$ cat src/rtl/counter_bank_pkg.sv
// Shared constants and elaboration helpers for the multi-channel counter bank.
package counter_bank_pkg;

  localparam int unsigned MAX_CH = 16;

  // Prescaler bit that clocks channel i.
  function automatic int unsigned tap_index(input int unsigned i,
                                            input int unsigned base,
                                            input int unsigned step);
    return base + i * step;
  endfunction

  function automatic int unsigned clog2_min1(input int unsigned n);
    return (n <= 1) ? 1 : $clog2(n);
  endfunction

endpackage

$ cat src/rtl/chan_counter.sv
// One up/down counter channel with synchronous clear, snapshot register and wrap pulse.
module chan_counter #(
  parameter int unsigned CNT_W = 8
) (
  input  logic             clk,
  input  logic             rst,
  input  logic             clr,
  input  logic             tick,
  input  logic             dir,
  input  logic             cap,
  output logic [CNT_W-1:0] cnt,
  output logic [CNT_W-1:0] snap,
  output logic             wrap
);

  always_ff @(posedge clk) begin
    if (rst) begin
      cnt  <= '0;
      snap <= '0;
      wrap <= 1'b0;
    end else begin
      wrap <= 1'b0;
      // Snapshot takes the value before this edge's update.
      if (cap) snap <= cnt;
      if (clr) begin
        cnt <= '0;
      end else if (tick) begin
        if (dir) begin
          cnt  <= cnt + CNT_W'(1);
          wrap <= (cnt == {CNT_W{1'b1}});
        end else begin
          cnt  <= cnt - CNT_W'(1);
          wrap <= (cnt == '0);
        end
      end
    end
  end

endmodule

$ cat src/rtl/counter_bank_mux.sv
// Counter bank top: shared prescaler, per-channel tick edge detect, freeze snapshot and
// registered lamp mux.
module counter_bank_mux
  import counter_bank_pkg::*;
#(
  parameter int unsigned NUM_CH   = 4,
  parameter int unsigned CNT_W    = 8,
  parameter int unsigned PRESC_W  = 26,
  parameter int unsigned TAP_BASE = 10,
  parameter int unsigned TAP_STEP = 5,
  parameter int unsigned SEL_W    = clog2_min1(NUM_CH)
) (
  input  logic              clk,
  input  logic              rst,
  input  logic              run,
  input  logic              dir,
  input  logic [NUM_CH-1:0] clr,
  input  logic [SEL_W-1:0]  sel,
  input  logic              enable,
  input  logic              freeze,
  output logic [CNT_W-1:0]  lamps,
  output logic [NUM_CH-1:0] wrap
);

  if (TAP_BASE + (NUM_CH - 1) * TAP_STEP >= PRESC_W) begin : g_bad_tap
    $error("counter_bank_mux: highest tap index exceeds prescaler width");
  end
  if (CNT_W < 1) begin : g_bad_cnt
    $error("counter_bank_mux: CNT_W must be at least 1");
  end
  if (NUM_CH < 1 || NUM_CH > MAX_CH) begin : g_bad_ch
    $error("counter_bank_mux: NUM_CH out of range");
  end

  logic [PRESC_W-1:0] presc;
  logic [NUM_CH-1:0]  tap_bits;
  logic [NUM_CH-1:0]  hist;
  logic [NUM_CH-1:0]  tick;
  logic               freeze_d;
  logic               cap;
  logic [CNT_W-1:0]   cnt_a  [NUM_CH];
  logic [CNT_W-1:0]   snap_a [NUM_CH];
  logic [CNT_W-1:0]   src;

  always_ff @(posedge clk) begin
    if (rst) begin
      presc    <= '0;
      hist     <= '0;
      freeze_d <= 1'b0;
    end else begin
      freeze_d <= freeze;
      if (run) begin
        presc <= presc + PRESC_W'(1);
        hist  <= tap_bits;
      end
    end
  end

  // Rising edge of each tap; gated by run so a stalled prescaler cannot re-tick.
  assign tick = {NUM_CH{run}} & tap_bits & ~hist;
  assign cap  = freeze & ~freeze_d;

  for (genvar i = 0; i < NUM_CH; i++) begin : g_ch
    localparam int unsigned TAP = tap_index(i, TAP_BASE, TAP_STEP);
    assign tap_bits[i] = presc[TAP];

    chan_counter #(.CNT_W(CNT_W)) u_chan (
      .clk  (clk),
      .rst  (rst),
      .clr  (clr[i]),
      .tick (tick[i]),
      .dir  (dir),
      .cap  (cap),
      .cnt  (cnt_a[i]),
      .snap (snap_a[i]),
      .wrap (wrap[i])
    );
  end

  // Out-of-range sel matches no channel and leaves the source at zero.
  always_comb begin
    src = '0;
    for (int i = 0; i < NUM_CH; i++) begin
      if (sel == SEL_W'(i)) src = freeze ? snap_a[i] : cnt_a[i];
    end
  end

  always_ff @(posedge clk) begin
    if (rst) lamps <= '0;
    else     lamps <= enable ? src : '0;
  end

endmodule

$ cat config.mk
export PLATFORM = sky130hd
export DESIGN_NAME = counter_bank_mux
export DESIGN_NICKNAME = d
export VERILOG_FILES = /design/src/rtl/counter_bank_pkg.sv /design/src/rtl/chan_counter.sv /design/src/rtl/counter_bank_mux.sv
export SDC_FILE = /design/constraint.sdc
export NUM_CORES = 1
export LEC_CHECK = 0
export CAP_MARGIN = 20
export CORE_ASPECT_RATIO = 2
export CORE_UTILIZATION = 30
export DETAILED_ROUTE_END_ITERATION = 8
export GPL_ROUTABILITY_DRIVEN = 0
export MAX_ROUTING_LAYER = met4
export PLACE_DENSITY = 0.42
export RECOVER_POWER = 50
export SLEW_MARGIN = 20
export SYNTH_ARGS = -nofsm -noshare
export SYNTH_HDL_FRONTEND = slang
export SYNTH_SLANG_ARGS = --single-unit
$ cat constraint.sdc
create_clock -name clk -period 3.9 [get_ports clk]
set_clock_uncertainty 0.15 [all_clocks]
set_input_delay 0.78 -clock clk [delete_from_list [all_inputs] [get_ports clk]]
set_output_delay 0.78 -clock clk [all_outputs]
set_load 0.02 [all_outputs]
# [Yosys cells after proc, flatten, opt, wreduce, memory -nomap -nowiden]
# Index checks and enable logic that the tools add are counted.
# Widths: inputs -> output; s select.
[totals] register_bits=107 in_bits=12 out_inout_bits=12 wordCells=72
[op_classes] addsub=9 eq_ne=7 mux=16 n_bitwise=10 n_reduce_logical=14
[ops] op="$mux 8" n=12
[ops] op="$add 8x1->8 const B" n=4
[ops] op="$eq 8x8->1 const B" n=4
[ops] op="$logic_not 8->1" n=4
[ops] op="$sub 8x1->8 const B" n=4
[ops] op="$add 26x1->26 const B" n=1
[ops] op="$reduce_or 3->1" n=4
[ops] op="$reduce_or 2->1" n=5
[ops] op="$and 4x4->4" n=2
[ops] op="$not 1->1" n=6
[ops] op="$eq 2x2->1 const B" n=2
[ops] op="$mux 1" n=4
[ops] op="$not 4->4" n=1
[ops] op="$eq 2x1->1 const B" n=1
[ops] op="$logic_not 2->1" n=1
[ops] op="$and 1x1->1" n=1

# [Depth between registers and ports, before layout]
# Gate-level depths: netlist of the first run.
[logic_depth] depth_word=5 mapped_depth=8 mapped_depth_nobuf=7

# [Modules after synthesis]
# Synthesis of the first run repeated with hierarchy kept, for this count alone.
[hier_totals] hier_cells=658 area_unflattened_um2=6003.3
[modules_own_cells] module="chan_counter (g_ch[0].u_chan ...)" n_inst=3 cells_per_inst=106 area_per_inst_um2=964.7 seq_area_each_um2=340.3
[modules_own_cells] module="counter_bank_mux" n_inst=1 cells_per_inst=234 area_per_inst_um2=2147.1 seq_area_each_um2=780.7
[modules_own_cells] module="chan_counter (g_ch[1].u_chan)" n_inst=1 cells_per_inst=106 area_per_inst_um2=962.2 seq_area_each_um2=340.3

# [Least setup slack after synthesis of the first run]
# OpenSTA, ideal clock, no wires.
[synth_path] path_kind="input port to flip-flop" startpoint="input dir" endpoint="register g_ch[2].u_chan.cnt[7]" setup_time_ns=0.123 t_arrival_ns=2.907 path_slack_ns=0.720 stages=8 n_path_buf=1 path_cell_list="buf_2 inv_1 ha_1 a211oi_4 o21ai_1 a2111o_1 o211ai_2 o31ai_2"
[synth_between] elab_chain_cells=1
[synth_rtl] item="start, declared" line="counter_bank_mux.sv:16" text="input logic dir,"
[synth_rtl] item="$mux 8" line="chan_counter.sv:28" text="if (dir) begin"
[synth_rtl] item="end signal, assigned" line="chan_counter.sv:29" text="cnt <= cnt + CNT_W'(1);"
[synth_rtl] item="end signal, assigned" line="chan_counter.sv:32" text="cnt <= cnt - CNT_W'(1);"
[synth_rtl] item="end, declared" line="chan_counter.sv:11" text="output logic [CNT_W-1:0] cnt,"
# Every way passes these cells.
# A chain may end at the register's enable or synchronous reset.

# [Worst setup path after layout of the first run]
[layout_path] startpoint="input dir" endpoint="register g_ch[1].u_chan.cnt[6]"
[layout_between] elab_chain_cells=1
[layout_rtl] item="$mux 8" line="chan_counter.sv:28"
[layout_rtl] item="end signal, assigned" line="chan_counter.sv:29"
[layout_rtl] item="end signal, assigned" line="chan_counter.sv:32"
[layout_rtl] item="end, declared" line="chan_counter.sv:11"
# Every way passes these cells.

==> impl_summary.txt, run 1 <==
----------------------------------------------------
[Logic synthesis]
  Register area share after synthesis ... 36.1%
  Top cells by area, synth ... dfxtp_1, nand2_1, mux4_2
  Per-instance average area after synthesis ... 8.94 um2
  EDFF count, synth ... 0
  Asr flop ratio synth ... 0%
  Count of yosys warnings during synthesis ... 0
  Count of unique library cells instantiated by Yosys ... 60
  Yosys top cell by area ... dfxtp_1
  Post-synth top flop ... dfxtp_1
  Synthesis-stage register bit count ... 107
  Cell area after technology mapping ... 5940 um2
  Synthesized netlist net count ... 705
  Top-area cell type share of the netlist area ... a little over a third
  Post-synthesis instance total ... about 660

[Critical path]
  Internal reg-to-reg setup slack ... 1650 ps
  Delay of the slowest cell on the worst path ... 500 ps
  Buffer and inverter count on the worst path ... 3
  Critical path data arrival time ... 3060 ps
  Nature of the critical path endpoint ... register
  Critical-path cell with the highest stage delay ... fa_1
  Worst setup SP type ... input pin
  Required time of the critical path ... 3990 ps
  Family with the most delay on the worst path ... compound AO/OA/AOI/OAI gates
  Critical path class ... in -> reg
  Top fanout value on the critical path ... 28
  Cell-by-cell trace of the critical path ... clkdlybuf4s50_1, inv_1, buf_4, fa_1, a21o_1, a21oi_1, o21ai_1, mux2i_1, a311o_1

[CTS]
  H-tree depth reported by CTS ... 3
  TritonCTS clock tree ... built
  Post-CTS Repair Setup Buffers ... 0
  Number of buffers created by CTS ... 9
  Worst skew pair latency ... 360 ps
  Clock Sink Count ... 107
  Longest Clk Path Bufs ... 2
  CTS hold repair buffers ... 0
  Gates resized, CTS repair ... 0
  Root Buffer Master ... clkbuf_16
  Clk pin slew, worst setup/hold paths ... 70 ps

[Placement]
  Estimated wirelength of the detail-placed design ... ~12,000 um
  Buffers on Ports ... 23
  Placed Cells ... 913

[Power]
  Peak VDD IR ... 202 uV
  Leak pwr ... 2.26 nW
  Total power consumption of the routed design ... 2.14 mW
  Pwr/cell area ... 327 nW/um2

[Detailed routing]
  Antenna viol nets, final ... 0
  First-pass iteration count of the detailed router ... 4
  Total wirelength of the detailed-routed design ... 15,900 um
  Vias per Instance ... 5.15
  Total number of vias ... 4,780
  Routed len/inst ... 17.1 um
  Iter 0 DRT Violations ... 163
  DRC violation count after routing ... 0

[Final layout]
  Count of nets after finishing ... roughly 700
  Count of placed standard cells in the final layout, fillers left out ... around 930
  Leading cell type in the layout, fill and taps excluded ... dfxtp_1
  Fraction of final layout cells with drive strength greater than 1 ... 9.10%
  Final core utilization ... 33.8%
  Synth-to-Final Area Change ... 10.1%
  Ant. Diodes ... 0
  Top library cells by usage in the layout, fill and taps aside ... dfxtp_1, nand2_1, a21oi_1, nor2_1, xnor2_1

[Worst hold path]
  Worst min-delay path class ... reg -> reg

[Global route]
  Antenna violations before repair ... 0
  Largest net degree at the start of global routing ... 33
  Grt total ovfl ... 0
  Global router's overall resource usage ... roughly 17%
  Via count of the first global-routing pass ... 5,013
  First-pass GRT wire length ... roughly 26,000 um

[Floorplanning]
  Starting density of the core ... 30.7%
  Horizontal die dimension ... approximately 100 um
  Height of the die ... 201 um
  Number of top-level design ports ... 24
  Area inside the core boundary ... 19,400 um2
  Floorplan die area ... 20,400 um2
  Standard-cell rows ... 72

[Timing]
  Number of pins with negative max-slew slack in the final report ... 0
  Crit share post-route ... 76.1%
  Final hold violations ... 0
  Normalized max-slew margin ... 47.1%
  Worst-case hold slack ... slightly above 300 ps
  Max frequency ... 0.337 GHz
  Final setup violation count ... 0
  Total negative slack for setup checks ... 0 ps
  Shortest period the worst path allows ... 2970 ps
  Setup repair after global routing missed its margin ... false
  Worst-Margin Slew ... 791 ps

[Outcome]
  Run status ... completed

[Flow run]
  Max capacitance violation total ... 0

----------------------------------------------------
## state kept, by name, summed over array words and instances, names as in the netlist
name              flops
freeze_d              1
g_ch.u_chan.cnt      32
g_ch.u_chan.snap     32
g_ch.u_chan.wrap      4
hist                  4
lamps                 8
presc                26
## layout make-up
cell class                 count  area (um2)
clock buffer                  11         243
clock inverter                 5        42.5
fill                        2043       12800
inverter                      13        48.8
multi-input combinational    498        3430
sequential                   107        2140
tap                          259         324
timing repair buffer          36         312
## final timing paths
path	end	startpoint	cells after the start
min	g_ch[3].u_chan.snap[1]	g_ch[3].u_chan.snap[1]	2
max reg2reg	g_ch[2].u_chan.cnt[7]	g_ch[2].u_chan.cnt[1]	6
min reg2reg	g_ch[3].u_chan.snap[1]	g_ch[3].u_chan.snap[1]	2
max	g_ch[1].u_chan.cnt[6]	dir	9
## synth_stat cells (all sizes together) (5+ instances only)
master    n
and3      6
xnor2    33
o21ai    23
inv      13
buf      26
a21o      8
nor2     56
o21bai    5
nand2   100
mux2i    17
nand3b    5
nand3    13
or3      11
dfxtp   107
a211oi   12
nor4     15
nand4    15
nor3     23
a21oi    59
clkbuf   20
o211ai    7
mux4     16
ha       25
## stage by stage
step | instance area (um2) | setup slack, ps
floorplan | 5940 | 720
global placement | 6340 | 604
detailed placement | 6340 | 573
CTS | 6630 | 953
global route | 6540 | 757
finish | 6540 | 931
## logic make-up (layout without fill, tap and decap cells)
kind of cell	after synthesis	after routing	synth area share (%)
compound gates	132	132	14.5
xor+xnor	37	37	5.46
fa+ha+maj	29	29	6.61
buf+inv	59	65	4.97
flops	107	107	36.1
mux	33	33	8.93
simple gates	267	267	23.5
## power breakdown
part	total, mW	switching (mW)	internal (mW)
clock network	0.905	0.445	0.460
logic	0.139	0.0914	0.0480
registers	1.10	0.00201	1.09
total	2.14	0.538	1.60
## metal layers
metal | routed length, um | track usage, % | up-vias
li1 | - | - | 2369
met1 | 5980 | 16.7 | 2305
met2 | 8790 | 31.5 | 61
met3 | 267 | 2.40 | 45
met4 | 861 | 10.8 | 0
met5 | 0 | - | -
## tightest hold or removal path, stage by stage (launching register included)
cell	delay (ps)
dfxtp_1	310
nand2_1	50
a21oi_1	50
No activity file was read; power rests on OpenSTA's default activity.
==> inputs of run 2 (changes only) <==
--- a/config.mk
+++ b/config.mk
@@ -11,7 +11,7 @@
 export DETAILED_ROUTE_END_ITERATION = 8
 export GPL_ROUTABILITY_DRIVEN = 0
 export MAX_ROUTING_LAYER = met4
-export PLACE_DENSITY = 0.42
+export PLACE_DENSITY = 0.44
 export RECOVER_POWER = 50
 export SLEW_MARGIN = 20
 export SYNTH_ARGS = -nofsm -noshare
==> constraint.sdc (replaced) <==
create_clock -name clk -period 2.6 [get_ports clk]
set_clock_uncertainty 0.15 [all_clocks]
set_input_delay 0.52 -clock clk [delete_from_list [all_inputs] [get_ports clk]]
set_output_delay 0.52 -clock clk [all_outputs]
set_load 0.02 [all_outputs]
==> run 2 against run 1 <==
- power increased by 57%
- critical path type unchanged
- non-clock buffer count increased by 60
- clock power increased by 60%
- largest power group unchanged
- clock-buffer cell count decreased by 2
- via count increased by 5.1%
- first-iteration DRC count increased by 11%
==> impl_summary.txt, run 2 (synthesis results as in run 1) <==
----------------------------------------------------
[Outcome]
  Run status ... completed

[Floorplanning]
  Floorplan die area ... 20,400 um2
  Area inside the core boundary ... 19,400 um2
  Number of top-level design ports ... 24
  Height of the die ... ~200 um
  Horizontal die dimension ... 101 um
  Standard-cell rows ... 72
  Starting density of the core ... 30.7%

[Critical path]
  Nature of the critical path endpoint ... register
  Critical path data arrival time ... between 2000 and 2500 ps
  Family with the most delay on the worst path ... buffers and inverters
  Startpoint of the most critical register-to-register path ... g_ch[2].u_chan.cnt[1]
  Delay of the slowest cell on the worst path ... 610 ps
  Number of cells on the worst reg-to-reg path ... 6
  Buffer and inverter count on the worst path ... 2
  Worst setup SP type ... input pin
  Internal reg-to-reg setup slack ... 390 ps
  Critical path class ... in -> reg
  Top fanout value on the critical path ... 7
  Required time of the critical path ... 2770 ps
  End of the worst register-to-register path ... g_ch[2].u_chan.cnt[7]
  Crit path from ... run
  Cell-by-cell trace of the critical path ... dlygate4sd3_1, clkbuf_1, nand3b_1, or3_1, mux2i_1, a311o_1
  Critical-path cell with the highest stage delay ... dlygate4sd3_1

[CTS]
  H-tree depth reported by CTS ... 3
  Post-CTS Repair Setup Buffers ... 0
  Number of buffers created by CTS ... 9
  Clock Sink Count ... 107
  TritonCTS clock tree ... built
  Root Buffer Master ... clkbuf_16
  CTS hold repair buffers ... 0
  Longest Clk Path Bufs ... 2
  Clk pin slew, worst setup/hold paths ... 80 ps
  Worst skew pair latency ... 370 ps
  Gates resized, CTS repair ... 0

[Global route]
  Global router's overall resource usage ... 17.7%
  Antenna violations before repair ... 0
  First-pass GRT wire length ... 26,400 um
  Largest net degree at the start of global routing ... 33
  Via count of the first global-routing pass ... 5,158
  Grt total ovfl ... 0

[Power]
  Net switching power of the design ... 0.841 mW
  Fraction of power consumed by sequential logic ... between 40% and 50%
  Total power consumption of the routed design ... ~3.4 mW
  Leak pwr ... 2.55 nW
  Internal power ... 2.51 mW
  Clock network power share ... 43.3%
  Combinational share of power ... 7.6%
  Pwr/cell area ... ~470 nW/um2
  Peak VDD IR ... 284 uV
  Switching share of total power ... 25.1%

[Timing]
  Crit share post-route ... between 80% and 90%
  Shortest period the worst path allows ... 2290 ps
  Normalized max-slew margin ... 5.88%
  Number of pins with negative max-slew slack in the final report ... 0
  Final hold violations ... 0
  Worst-Margin Slew ... 1410 ps
  Max frequency ... roughly 0.44 GHz
  Final setup violation count ... 0
  Worst-case hold slack ... 307 ps
  Setup repair after global routing missed its margin ... false

[Final layout]
  Registers with the most flip-flops ... g_ch.u_chan.cnt: 32 flops, g_ch.u_chan.snap: 32 flops, presc: 26 flops
  Count of nets after finishing ... 766
  Fraction of final layout cells with drive strength greater than 1 ... 19.2%
  Final non-filler cell area ... 7180 um2
  Count of placed standard cells in the final layout, fillers left out ... between 900 and 1,000
  Top library cells by usage in the layout, fill and taps aside ... dfxtp_1, nand2_1, buf_4
  Synth-to-Final Area Change ... 20.8%
  Leading cell type in the layout, fill and taps excluded ... dfxtp_1
  Final core utilization ... between 30% and 40%
  Ant. Diodes ... 0

[Detailed routing]
  Total wirelength of the detailed-routed design ... 16,400 um
  First-pass iteration count of the detailed router ... 4
  Total number of vias ... 5,026
  Antenna viol nets, final ... 0
  Iter 0 DRT Violations ... 181
  Routed len/inst ... 16.6 um
  DRC violation count after routing ... 0
  Vias per Instance ... between 5 and 6

[Worst hold path]
  Launch instance of the worst min-delay path ... g_ch[2].u_chan.snap[7]
  Hold Path Stages ... 2
  Worst min-delay path class ... reg -> reg
  Hold path endpoint ... g_ch[2].u_chan.snap[7]

[Flow run]
  Max capacitance violation total ... 0

[Placement]
  Buffers on Ports ... 23
  Placed Cells ... 973
  Estimated wirelength of the detail-placed design ... 12,700 um
  DP Area ... between 6000 and 7000 um2

----------------------------------------------------
run 2: cell types whose count changed in the layout (fill, tap and decap cells not counted), moves of 4 or more:
| cell | previous run | this run |
|---|---|---|
| buf_12 | 0 | 4 |
| buf_4 | 10 | 61 |
| clkdlybuf4s50_1 | 7 | 19 |
| dlygate4sd3_1 | 15 | 2 |
| ha_1 | 25 | 19 |
| nor3_1 | 22 | 17 |
| nor3_2 | 0 | 5 |
run 2: worst max path at each step:
stage               depth (start not counted)  slack [ps]                     end
global placement                            9        -360   g_ch[1].u_chan.cnt[7]
global route                                4         150  g_ch[0].u_chan.snap[7]
finish                                      6         310   g_ch[0].u_chan.cnt[6]
CTS                                         9           5   g_ch[1].u_chan.cnt[7]
detailed placement                          9        -390   g_ch[1].u_chan.cnt[7]
floorplan                                   8        -110   g_ch[1].u_chan.cnt[7]
run 2: area by class of cell:
cell class | count | area [um2]
inverter | 13 | 52.6
clock buffer | 9 | 225
multi-input combinational | 498 | 3550
clock inverter | 7 | 82.6
timing repair buffer | 96 | 805
fill | 2020 | 12200
sequential | 107 | 2140
tap | 259 | 324
run 2: stage by stage:
step / setup slack, ps / TNS, ps
floorplan: -110 / -663
global placement: -355 / -4020
detailed placement: -389 / -4350
CTS: 4.66 / 0
global route: 152 / 0
finish: 305 / 0
run 2: metal layers:
layer	wire length (um)	global-route usage, %	up-vias
met5	0	-	-
met4	614	8.75	0
met3	373	2.89	33
met2	9500	33.7	64
met1	5940	16.5	2439
li1	-	-	2490
run 2: power by group through the flow:
stage          sequential, mW  combinational, mW  clock (mW)
6_report                 1.64              0.255        1.45
4_1_cts                  1.64              0.262        1.51
3_3_place_gp             1.68              0.256           0
5_1_grt                  1.65              0.279        1.57
3_5_place_dp             1.68              0.262           0
2_1_floorplan            1.68              0.152           0
run 2: worst reg2reg max path: stages (launching register included):
cell and delay [ps]:
dfxtp_1 660, ha_4 300, a211oi_4 240, o21ai_1 130
a2111o_1 430, o211ai_2 90, o31ai_2 90
